==> config.mk <==
export PLATFORM = sky130hd
export DESIGN_NAME = missile_position_flat
export DESIGN_NICKNAME = d
export VERILOG_FILES = /design/src/rtl/missile_position_if.sv /design/src/rtl/missile_position.sv /design/src/flat_wrapper.sv
export SDC_FILE = /design/constraint.sdc
export NUM_CORES = 1
export LEC_CHECK = 0
export CORE_ASPECT_RATIO = 0.75
export CORE_MARGIN = 5
export CORE_UTILIZATION = 40
export DETAILED_ROUTE_END_ITERATION = 16
export SLEW_MARGIN = 10
export SYNTH_ARGS = -nofsm -noshare
export SYNTH_HDL_FRONTEND = slang
export SYNTH_SLANG_ARGS = --single-unit
==> constraint.sdc <==
create_clock -name clk -period 2.31 [get_ports clk]
set_clock_uncertainty 0.05 [all_clocks]
set_input_delay 0.5775 -clock clk [delete_from_list [all_inputs] [get_ports clk]]
set_output_delay 0.5775 -clock clk [all_outputs]
set_load 0.02 [all_outputs]
==> src/rtl/missile_position_if.sv <==
// missile_position_if: register-file side bundle for one missile position counter
// Signals (master = TIA register file / beam timing, slave = missile_position):
//   pixel_enable  colour-clock tick
//   hblank        horizontal blank
//   resp          RESMx write strobe
//   hm_write      HMMx write strobe, latches motion
//   motion[3:0]   signed HMMx value, positive moves left
//   hmove         HMOVE strobe
//   hmclr         HMCLR strobe
//   copies[2:0]   NUSIZ copy field
//   strobe        start pulse to the missile renderer (slave output)
//   resmp, player_center  only when MISSILE_RESMP_EN is defined
interface missile_position_if;
    logic       pixel_enable;
    logic       hblank;
    logic       resp;
    logic       hm_write;
    logic [3:0] motion;
    logic       hmove;
    logic       hmclr;
    logic [2:0] copies;
    logic       strobe;
`ifdef MISSILE_RESMP_EN
    logic       resmp;
    logic       player_center;
    modport master (output pixel_enable, hblank, resp, hm_write, motion, hmove, hmclr, copies,
                    resmp, player_center, input strobe);
    modport slave  (input pixel_enable, hblank, resp, hm_write, motion, hmove, hmclr, copies,
                    resmp, player_center, output strobe);
`else
    modport master (output pixel_enable, hblank, resp, hm_write, motion, hmove, hmclr, copies,
                    input strobe);
    modport slave  (input pixel_enable, hblank, resp, hm_write, motion, hmove, hmclr, copies,
                    output strobe);
`endif
endinterface

==> src/rtl/missile_position.sv <==
// missile_position: horizontal position counter and start strobe for one missile
// Ports:
//   clk    system clock
//   reset  asynchronous active-high reset
//   bus    missile_position_if.slave (ticks, blanking, RESMx, HMMx/HMOVE/HMCLR, NUSIZ, strobe)
// Optional feature macro MISSILE_RESMP_EN: while bus.resmp is high the strobe is
// suppressed, the counter holds and reloads 0 on each bus.player_center pulse.
module missile_position #(
    parameter int LINE_PIXELS  = 160,
    parameter int COUNTER_BITS = 8
) (
    input logic               clk,
    input logic               reset,
    missile_position_if.slave bus
);
    localparam logic [COUNTER_BITS-1:0] LAST = COUNTER_BITS'(LINE_PIXELS - 1);
    localparam logic [COUNTER_BITS-1:0] ONE  = COUNTER_BITS'(1);
    localparam logic [COUNTER_BITS-1:0] P16  = COUNTER_BITS'(16);
    localparam logic [COUNTER_BITS-1:0] P32  = COUNTER_BITS'(32);
    localparam logic [COUNTER_BITS-1:0] P64  = COUNTER_BITS'(64);
    logic [COUNTER_BITS-1:0] cnt, cnt_inc, cnt_dec;
    logic signed [3:0]       motion_reg;
    logic signed [4:0]       pending;
    logic                    strobe_r, visible, step, start, hold, center;
`ifdef MISSILE_RESMP_EN
    assign hold   = bus.resmp;
    assign center = bus.player_center;
`else
    assign hold   = 1'b0;
    assign center = 1'b0;
`endif
    assign cnt_inc = (cnt == LAST) ? '0 : cnt + ONE;
    assign cnt_dec = (cnt == '0) ? LAST : cnt - ONE;
    assign visible = bus.pixel_enable & ~bus.hblank;
    // motion steps only in blank; a same-cycle RESMx, HMOVE or RESMP hold wins over a step
    assign step    = bus.pixel_enable & bus.hblank & (pending != '0) & ~bus.resp & ~bus.hmove & ~hold;
    // start test uses the value the counter is about to take
    assign start   = (cnt_inc == '0)
                   | ((cnt_inc == P16) & (bus.copies == 3'b001 | bus.copies == 3'b011))
                   | ((cnt_inc == P32) & (bus.copies == 3'b010 | bus.copies == 3'b011 | bus.copies == 3'b110))
                   | ((cnt_inc == P64) & (bus.copies == 3'b100 | bus.copies == 3'b110));
    assign bus.strobe = strobe_r;
    always_ff @(posedge clk or posedge reset) begin
        if (reset) begin
            cnt        <= '0;
            motion_reg <= '0;
            pending    <= '0;
            strobe_r   <= 1'b0;
        end else begin
            if (hold)
                cnt <= center ? '0 : cnt;
            else if (bus.resp)
                cnt <= '0;
            else if (visible)
                cnt <= cnt_inc;
            else if (step)
                cnt <= pending[4] ? cnt_dec : cnt_inc;
            if (bus.hmove)
                pending <= {motion_reg[3], motion_reg};
            else if (step)
                pending <= pending[4] ? pending + 5'sd1 : pending - 5'sd1;
            if (bus.hmclr)
                motion_reg <= '0;
            else if (bus.hm_write)
                motion_reg <= $signed(bus.motion);
            strobe_r <= visible & ~bus.resp & ~hold & start;
        end
    end
endmodule

==> src/flat_wrapper.sv <==
// flat-port wrapper written by rule: the top's interface ports become plain ports
module missile_position_flat 
#(
    parameter int LINE_PIXELS  = 160,
    parameter int COUNTER_BITS = 8
)
  (clk, reset, bus_pixel_enable, bus_hblank, bus_resp, bus_hm_write, bus_motion, bus_hmove, bus_hmclr, bus_copies, bus_strobe);
  missile_position_if bus_i ();
  input logic clk;
  input logic reset;
  input wire logic [$bits(bus_i.pixel_enable)-1:0] bus_pixel_enable;
  input wire logic [$bits(bus_i.hblank)-1:0] bus_hblank;
  input wire logic [$bits(bus_i.resp)-1:0] bus_resp;
  input wire logic [$bits(bus_i.hm_write)-1:0] bus_hm_write;
  input wire logic [$bits(bus_i.motion)-1:0] bus_motion;
  input wire logic [$bits(bus_i.hmove)-1:0] bus_hmove;
  input wire logic [$bits(bus_i.hmclr)-1:0] bus_hmclr;
  input wire logic [$bits(bus_i.copies)-1:0] bus_copies;
  output wire logic [$bits(bus_i.strobe)-1:0] bus_strobe;
  assign bus_i.pixel_enable = bus_pixel_enable;
  assign bus_i.hblank = bus_hblank;
  assign bus_i.resp = bus_resp;
  assign bus_i.hm_write = bus_hm_write;
  assign bus_i.motion = bus_motion;
  assign bus_i.hmove = bus_hmove;
  assign bus_i.hmclr = bus_hmclr;
  assign bus_i.copies = bus_copies;
  assign bus_strobe = bus_i.strobe;
  missile_position #(.LINE_PIXELS(LINE_PIXELS), .COUNTER_BITS(COUNTER_BITS)) u_core (.clk(clk), .reset(reset), .bus(bus_i));
endmodule
==> qor.csv, run 1 <==
metric,value,unit
clock-pin slew on the worst setup and hold paths,0.07,ns
Root Buffer Master,clkbuf_8,
"Primary FF master, synth",dfrtp_1,
HP Class,reg2reg,
Adder-Cell Fraction of Synth Area,7.557,%
dpl hpwl,2621,um
DRT iter0 DRCs,111,
Slew Limit Headroom,69.10,%
max reg flops,8,
CP Capture Type,flop,
Design Power,0.001132,W
clk sinks,18,
Post-CTS Hold Buffers,0,
fin crit period,2.051,ns
RSZ-0062 raised after global routing,false,
post-CTS setup buffer count,0,
Port Buffers,15,
Post-Syn Area,0.001424,mm2
Fmax,487.6,MHz
worst hold path depth,2,
Critical Path Slowest Stage Cell,or4b_2,
main combinational cell family by area after synthesis,compound AO/OA/AOI/OAI gates,
Routed WL,3435,um
Min-Delay Startpoint,u_core.motion_reg[1],
Worst setup startpoint,bus_hblank,
final setup fails,0,
Row Count,18,
Yosys top cell area share,31.63,%
count of different cell masters after synthesis,48,
post-CTS resize count,0,
post-route setup TNS,0,ns
power density cells,665.5,mW/mm2
H-tree levels,1,
"Net Count, Synth",180,
Initial Util,42.43,%
vias per cell,5.931,
Worst EP arrival,2.15,ns
pin count of the biggest net entering global routing,19,
most frequent cells in the layout,"18 x dfrtp_1, 15 x clkdlybuf4s50_1, 12 x nand2_1, 12 x nor2_1, 10 x buf_4",
RePlAce Congestion,0.8746,
max-cap violations,0,
clk_lat worst skew,0.26,ns
Pre-Repair DR Iteration Count,4,
dpl cell area,0.001645,mm2
final antenna-violating net count,0,
crit start category,input port,
CTS tree,yes,
worst vdd ir,0.3968,mV
Placed Cells,213,
fin crit share,88.79,%
worst-margin pin slew,0.4635,ns
Max clock buf depth,2,
Worst R2R Path Depth,5,
sequential share of the synthesized area,31.63,%
Highest Signal Layer,met4,
crit-path max cell delay,0.61,ns
xor and xnor fraction of the mapped netlist area,4.921,%
outcome,"complete, no violations",
first-pass GRT wire length,5685,um
num ports,16,
largest area contributor in the netlist,dfrtp_1,
crit path cell chain,"clkdlybuf4s50_1, nand2b_1, nand2_1, or4b_2, a21oi_1, nor2_1",
wire per inst,15.83,um
gr usage total,15.15,%
worst slack at placement,-0.01126,ns
post-synthesis mux area share,7.118,%
DIE AREA,0.004865,mm2
YS warnings,0,
# diodes,0,
vias in the first global route,1190,
LEAKAGE,0.7602,nW
Area Growth Syn to Fin,19.42,%
Final Worst Setup Slack,0.2590,ns
WS Path Type,in2reg,
Compound-Gate Fraction of Synth Area,22.23,%
Post-synth EDFFs,0,
Synth Area per Inst,9.069,um2
Finished Layout Cells,217,
worst path required time,2.41,ns
DR vias,1287,
max-slew violations,0,
"Max FO, Critical Path",4,
Post-Syn Instances,157,
routed length on met3,259,um
initial antenna violation count,0,
Synth Area in Simple Gates,20.39,%
grt ovf,0,
WL met1,1620,um
Fin. Hold Viols,0,
fraction of layout cells with a size suffix above 1,11.30,%
Yosys reg bits,18,
fin area,0.001700,mm2
Placeable Area,0.003356,mm2
top area cells in the synthesized netlist,"dfrtp_1 32%, mux2i_1 6.3%, ha_1 6.2%",
Die Ht,61.67,um
Num CTS Buffers,3,
Die W,78.89,um
R2R setup slack,0.26,ns
asr flop ratio synth,100.0,%
worst r2r src,u_core.cnt[1],
DRC viols,0,
Final nets,201,
most common library cell in the layout ignoring fill and taps,dfrtp_1,
metal2 WL,1517,um
## power breakdown
| part | internal (W) | switching (W) |
|---|---|---|
| logic | 0.000201 | 0.000243 |
| registers | 0.000354 | 0.0000737 |
| clock network | 0.000151 | 0.000108 |
## worst max-delay path: cells and delay by family
family / cells / cell delay [ns]
simple gates: 4 / 0.88
compound gates: 1 / 0.16
buf+inv: 1 / 0.52
## synth_stat cells (all sizes together), types with 4 or more instances
cell type,n
nand3,6
nor4,4
inv,9
mux2i,9
xor2,5
nor3,4
nor2,12
nand2,12
buf,8
a21oi,6
dfrtp,18
nor2b,4
ha,7
o21ai,6
## per-layer routing
layer	global-route usage (%)	vias to the layer above
li1	-	619
met1	21.75	617
met2	23.10	47
met3	3.070	4
met4	4.902	0
met5	0	-
## stage by stage
step	hold slack, ns	util, %
finish	0.4427	50.67
global route	0.4789	50.67
CTS	0.4505	50.67
detailed placement	0.4313	49.03
global placement	0.4303	49.03
floorplan	0.3992	-
## cell type report
class / count / area [um2]
fillers: 312 / 1655
repair buffers: 25 / 225.2
clock buffers: 4 / 55.05
multi-input cells: 121 / 885.9
flip-flops and latches: 18 / 450.4
well taps: 40 / 50.05
inverters: 9 / 33.78
## path summary, 6_finish.rpt
kind	to
worst max-delay path	u_core.cnt[3]
worst min-delay path	u_core.pending[1]
worst max register to register	u_core.bus.strobe
worst min register to register	u_core.pending[1]
max in group asynchronous	u_core.motion_reg[1]
min in group asynchronous	u_core.pending[2]
## kinds of logic (layout without fill, tap and decap cells)
group	after synthesis	in the layout
buffers and inverters	18	38
AOI/OAI and AO/OA	41	41
muxes	10	10
adders and majority gates	8	8
DFF	18	18
and+or+nand+nor	54	54
xor gates and xnor gates	8	8
No activity file was read; power rests on OpenSTA's default activity.
==> run 2: changes to the inputs <==
--- a/config.mk
+++ b/config.mk
@@ -7,8 +7,10 @@
 export LEC_CHECK = 0
 export CORE_ASPECT_RATIO = 0.75
 export CORE_MARGIN = 5
-export CORE_UTILIZATION = 40
+export CORE_UTILIZATION = 49
 export DETAILED_ROUTE_END_ITERATION = 16
+export PLACE_DENSITY = 0.71
+export SETUP_SLACK_MARGIN = 0.05
 export SLEW_MARGIN = 10
 export SYNTH_ARGS = -nofsm -noshare
 export SYNTH_HDL_FRONTEND = slang
==> run 2 against run 1 <==
  * Critical path depth unchanged
  * Register-to-register slack about the same
  * First-iteration DRC count up 32%
  * Via count up 1.9%
  * Critical path type unchanged
==> qor.csv, run 2 (same netlist as run 1, synthesis figures left out) <==
metric,value,unit,change
outcome,"complete, no violations",,unchanged
Root Buffer Master,clkbuf_8,,unchanged
Slew Limit Headroom,68.01,%,was 69.10%
RSZ-0062 raised after global routing,false,,unchanged
Post-CTS Hold Buffers,0,,unchanged
dpl hpwl,2547,um,was 2621 um
Critical Path Slowest Stage Cell,or4b_2,,unchanged
worst path required time,2.40,ns,was 2.41 ns
vias per cell,6.102,,was 5.931
post-CTS setup buffer count,0,,unchanged
max reg flops,8,,unchanged
clk_lat worst skew,0.25,ns,was 0.26 ns
post-route setup TNS,0,ns,unchanged
metal2 WL,1451,um,was 1517 um
HP Class,reg2reg,,unchanged
WS Path Type,in2reg,,unchanged
wire per inst,15.71,um,was 15.83 um
DRT iter0 DRCs,147,,was 111
Design Power,0.001127,W,was 0.001132 W
combinational share of power,39.6,%,was 39.2%
LEAKAGE,0.7602,nW,unchanged
crit-path max cell delay,0.63,ns,was 0.61 ns
DRC viols,0,,unchanged
Sw Pwr,0.0004208,W,was 0.0004247 W
first-pass GRT wire length,5740,um,was 5685 um
initial antenna violation count,0,,unchanged
CP Capture Type,flop,,unchanged
routed length on met3,306,um,was 259 um
grt ovf,0,,unchanged
most common library cell in the layout ignoring fill and taps,dfrtp_1,,unchanged
Final Core Density,59.13,%,was 50.67%
Port Buffers,15,,unchanged
Fmax,480.2,MHz,was 487.6 MHz
Switching Share,37.33,%,was 37.53%
gr usage total,17.78,%,was 15.15%
RePlAce Congestion,0.9111,,was 0.8746
Fin. Hold Viols,0,,unchanged
final antenna-violating net count,0,,unchanged
# diodes,0,,unchanged
Die W,72.25,um,was 78.89 um
crit start category,input port,,unchanged
Pre-Repair DR Iteration Count,4,,unchanged
fin crit period,2.083,ns,was 2.051 ns
pin count of the biggest net entering global routing,19,,unchanged
DIE AREA,0.004095,mm2,was 0.004865 mm2
clock-pin slew on the worst setup and hold paths,0.07,ns,about the same
worst-margin pin slew,0.4781,ns,was 0.4635 ns
"Max FO, Critical Path",4,,unchanged
fraction of layout cells with a size suffix above 1,11.30,%,unchanged
DR vias,1312,,was 1287
clock share of power,22.3,%,was 22.9%
crit path cell chain,"clkdlybuf4s50_1, nand2b_1, nand2_1, or4b_2, a21oi_1, nor2_1",,unchanged
Top delay family on crit path,simple AND/OR/NAND/NOR gates,,unchanged
Routed WL,3378,um,was 3435 um
Final nets,201,,unchanged
Num CTS Buffers,3,,unchanged
Initial Util,49.59,%,was 42.43%
clk sinks,18,,unchanged
most frequent cells in the layout,"18 x dfrtp_1, 15 x clkdlybuf4s50_1, 12 x nand2_1, 12 x nor2_1, 10 x buf_4",,unchanged
final setup fails,0,,unchanged
vias in the first global route,1213,,was 1190
Row Count,17,,was 18
Max clock buf depth,2,,unchanged
max-slew violations,0,,unchanged
Highest Signal Layer,met4,,unchanged
max-cap violations,0,,unchanged
H-tree levels,1,,unchanged
Area Growth Syn to Fin,19.24,%,was 19.42%
fin crit share,90.16,%,was 88.79%
Placed Cells,211,,was 213
Placeable Area,0.002872,mm2,was 0.003356 mm2
CP bufs+invs,1,,unchanged
power share of the sequential group,38.1,%,was 37.8%
Finished Layout Cells,215,,was 217
WL met1,1577,um,was 1620 um
CTS tree,yes,,unchanged
worst vdd ir,0.4224,mV,was 0.3968 mV
post-CTS resize count,0,,unchanged
num ports,16,,unchanged
Die Ht,56.69,um,was 61.67 um
power density cells,663.9,mW/mm2,was 665.5 mW/mm2
internal power,0.0007064,W,was 0.0007069 W
Worst EP arrival,2.18,ns,was 2.15 ns
run 2: cell type report:
class                      instances  area, um2
fill                             251       1174
multi-input combinational        121      885.9
sequential                        18      450.4
timing repair buffer              25      225.2
clock buffer                       4      55.05
tap                               38      47.55
inverter                           9      33.78
run 2: final timing paths:
kind                                           start                 to  slack [ns]  depth (start not counted)
worst max-delay path                      bus_hblank      u_core.cnt[3]        0.23                          6
worst min-delay path            u_core.motion_reg[2]  u_core.pending[2]        0.45                          2
worst max register to register         u_core.cnt[1]      u_core.cnt[7]        0.25                          5
worst min register to register  u_core.motion_reg[2]  u_core.pending[2]        0.45                          2
max in group asynchronous                      reset  u_core.pending[0]        1.42                          3
min in group asynchronous                      reset      u_core.cnt[2]        0.59                          3
run 2: power groups by stage:
stage	logic, W	clock network (W)	registers (W)
after detailed placement	0.000435	0	0.000432
after CTS	0.000440	0.000259	0.000426
final	0.000446	0.000252	0.000429
after floorplan	0.000353	0	0.000396
after global routing	0.000496	0.000274	0.000437
after global placement	0.000422	0	0.000431
run 2: metal layers:
layer	vias to the layer above	global-route usage, %
li1	622	-
met1	623	26.04
met2	63	23.87
met3	4	5.546
met4	0	6.702
met5	-	0
run 2: per-stage QoR:
stage,setup slack (ns),hold WS (ns),instance area [um2]
after floorplan,0.5158,0.3992,1424
after global placement,0.04698,0.4226,1643
after global routing,0.1660,0.4666,1698
after detailed placement,-0.02426,0.4361,1643
after CTS,0.2305,0.4546,1698
final,0.2274,0.4480,1698
run 2: worst min-delay path, cell delays in order (launching register included):
cell,delay (ns)
dfrtp_1,0.35
nand2_1,0.05
o21ai_0,0.06
==> run 3: changes to the inputs <==
--- a/config.mk
+++ b/config.mk
@@ -7,9 +7,9 @@
 export LEC_CHECK = 0
 export CORE_ASPECT_RATIO = 0.75
 export CORE_MARGIN = 5
-export CORE_UTILIZATION = 49
+export CORE_UTILIZATION = 35
 export DETAILED_ROUTE_END_ITERATION = 16
-export PLACE_DENSITY = 0.71
+export REMOVE_ABC_BUFFERS = 1
 export SETUP_SLACK_MARGIN = 0.05
 export SLEW_MARGIN = 10
 export SYNTH_ARGS = -nofsm -noshare
==> run 3 against run 2 <==
  * Register-to-register slack improved by 0.03 ns
  * Largest cell class unchanged
  * Combinational power fell by 2%
  * Clock-buffer cell count did not move
  * Largest power group unchanged
  * Clock power barely moved
==> qor.csv, run 3 (same netlist as run 1, synthesis figures left out) <==
metric,value,unit,change
Top delay family on crit path,simple AND/OR/NAND/NOR gates,,unchanged
post-CTS resize count,0,,unchanged
power density cells,651.2,mW/mm2,was 663.9 mW/mm2
"Max FO, Critical Path",4,,unchanged
Pre-Repair DR Iteration Count,5,,was 4
Slew Limit Headroom,70.76,%,was 68.01%
Top Usage Layer GRT,met2,,was met1
outcome,"complete, no violations",,unchanged
RSZ-0062 raised after global routing,false,,unchanged
RePlAce Congestion,0.8043,,was 0.9111
first-pass GRT wire length,5740,um,unchanged
most frequent cells in the layout,"18 x dfrtp_1, 15 x clkdlybuf4s50_1, 12 x nand2_1, 12 x nor2_1, 10 x buf_4",,unchanged
DRC viols,0,,unchanged
H-tree levels,1,,unchanged
vias per cell,5.323,,was 6.102
max reg flops,8,,unchanged
Initial Util,35.79,%,was 49.59%
Worst setup startpoint,bus_hblank,,unchanged
Fmax,482.8,MHz,was 480.2 MHz
Row Count,20,,was 17
final setup fails,0,,unchanged
Post-CTS Hold Buffers,0,,unchanged
fin crit share,89.67,%,was 90.16%
CTS tree,yes,,unchanged
crit-path max cell delay,0.61,ns,was 0.63 ns
Finished Layout Cells,232,,was 215
num ports,16,,unchanged
DR vias,1235,,was 1312
final antenna-violating net count,0,,unchanged
initial antenna violation count,0,,unchanged
Min-Delay Startpoint,u_core.motion_reg[2],,unchanged
worst path required time,2.40,ns,about the same
clock-pin slew on the worst setup and hold paths,0.07,ns,about the same
clk_lat worst skew,0.25,ns,about the same
dpl hpwl,2580,um,was 2547 um
Final nets,201,,unchanged
DRT iter0 DRCs,103,,was 147
Die Ht,65.24,um,was 56.69 um
Port Buffers,15,,unchanged
worst vdd ir,0.2315,mV,was 0.4224 mV
Hold Slack,0.4609,ns,was 0.4480 ns
clk sinks,18,,unchanged
worst-margin pin slew,0.4370,ns,was 0.4781 ns
worst r2r src,u_core.cnt[0],,was u_core.cnt[1]
CP bufs+invs,1,,unchanged
DIE AREA,0.005457,mm2,was 0.004095 mm2
HP Class,reg2reg,,unchanged
LEAKAGE,0.7602,nW,about the same
crit path cell chain,"clkdlybuf4s50_1, nand2b_1, nand2_1, or4b_2, a21oi_1, nor2_1",,unchanged
max-cap violations,0,,unchanged
Root Buffer Master,clkbuf_8,,unchanged
WS Path Type,in2reg,,unchanged
Worst EP arrival,2.16,ns,was 2.18 ns
pin count of the biggest net entering global routing,19,,unchanged
Max clock buf depth,2,,unchanged
most common library cell in the layout ignoring fill and taps,dfrtp_1,,unchanged
GRT met2 Usage,20.73,%,was 23.87%
Routed WL,3282,um,was 3378 um
Placed Cells,228,,was 211
fraction of layout cells with a size suffix above 1,11.30,%,unchanged
# diodes,0,,unchanged
wire per inst,14.15,um,was 15.71 um
M3 GR Usage,2.381,%,was 5.546%
Critical Path Slowest Stage Cell,or4b_2,,unchanged
Die W,83.65,um,was 72.25 um
Placeable Area,0.003979,mm2,was 0.002872 mm2
grt ovf,0,,unchanged
CP Capture Type,flop,,unchanged
vias in the first global route,1192,,was 1213
max-slew violations,0,,unchanged
crit start category,input port,,unchanged
Fin. Hold Viols,0,,unchanged
gr usage total,12.89,%,was 17.78%
post-CTS setup buffer count,0,,unchanged
Num CTS Buffers,3,,unchanged
met1 Resource Use GR,18.26,%,was 26.04%
Area Growth Syn to Fin,20.74,%,was 19.24%
fin crit period,2.071,ns,was 2.083 ns
-- run 3: worst paths after layout --
| path | end | slack [ns] | cells past startpoint |
|---|---|---|---|
| setup reg to reg | u_core.bus.strobe | 0.28 | 5 |
| hold / removal | u_core.pending[2] | 0.46 | 2 |
| max in group asynchronous | u_core.bus.strobe | 1.43 | 3 |
| setup / recovery | u_core.cnt[3] | 0.24 | 6 |
| hold reg to reg | u_core.pending[2] | 0.46 | 2 |
| min in group asynchronous | u_core.cnt[6] | 0.59 | 3 |
-- run 3: per-stage QoR --
step | setup WS [ns] | area, um2 | total power (W) | TNS (ns) | util (%)
after floorplan | 0.3870 | 1370 | 0.0007232 | 0 | -
after global placement | 0.04554 | 1664 | 0.0008553 | 0 | 41.82
after detailed placement | -0.02420 | 1664 | 0.0008671 | -0.02420 | 41.82
after CTS | 0.2306 | 1719 | 0.001129 | 0 | 43.21
after global routing | 0.08528 | 1719 | 0.001202 | 0 | 43.21
final | 0.2386 | 1719 | 0.001120 | 0 | 43.21
-- run 3: area by class of cell --
class	count	area (um2)
Multi-Input combinational cell	121	885.9
Tap cell	55	68.82
Sequential cell	18	450.4
Clock buffer	4	55.05
Timing Repair Buffer	25	225.2
Fill cell	391	2260
Inverter	9	33.78
-- run 3: worst register-to-register path: cells and delay by family (launching register included) --
kind            cells  cell delay, ns
compound gates      1            0.29
xor+xnor            1            0.37
fa+ha+maj           1            0.39
flops               1            0.55
simple gates        2            0.29
-- run 3: per-layer routing --
metal  up-vias  routed length (um)
met1       578                1597
li1        619                   -
met3         2                 161
met5         -                   0
met2        36                1493
met4         0                  29
-- run 3: power breakdown --
part / total (W) / switching (W) / internal [W]
Sequential: 0.000427 / 0.0000725 / 0.000354
Clock: 0.000255 / 0.000104 / 0.000151
Combinational: 0.000438 / 0.000237 / 0.000200
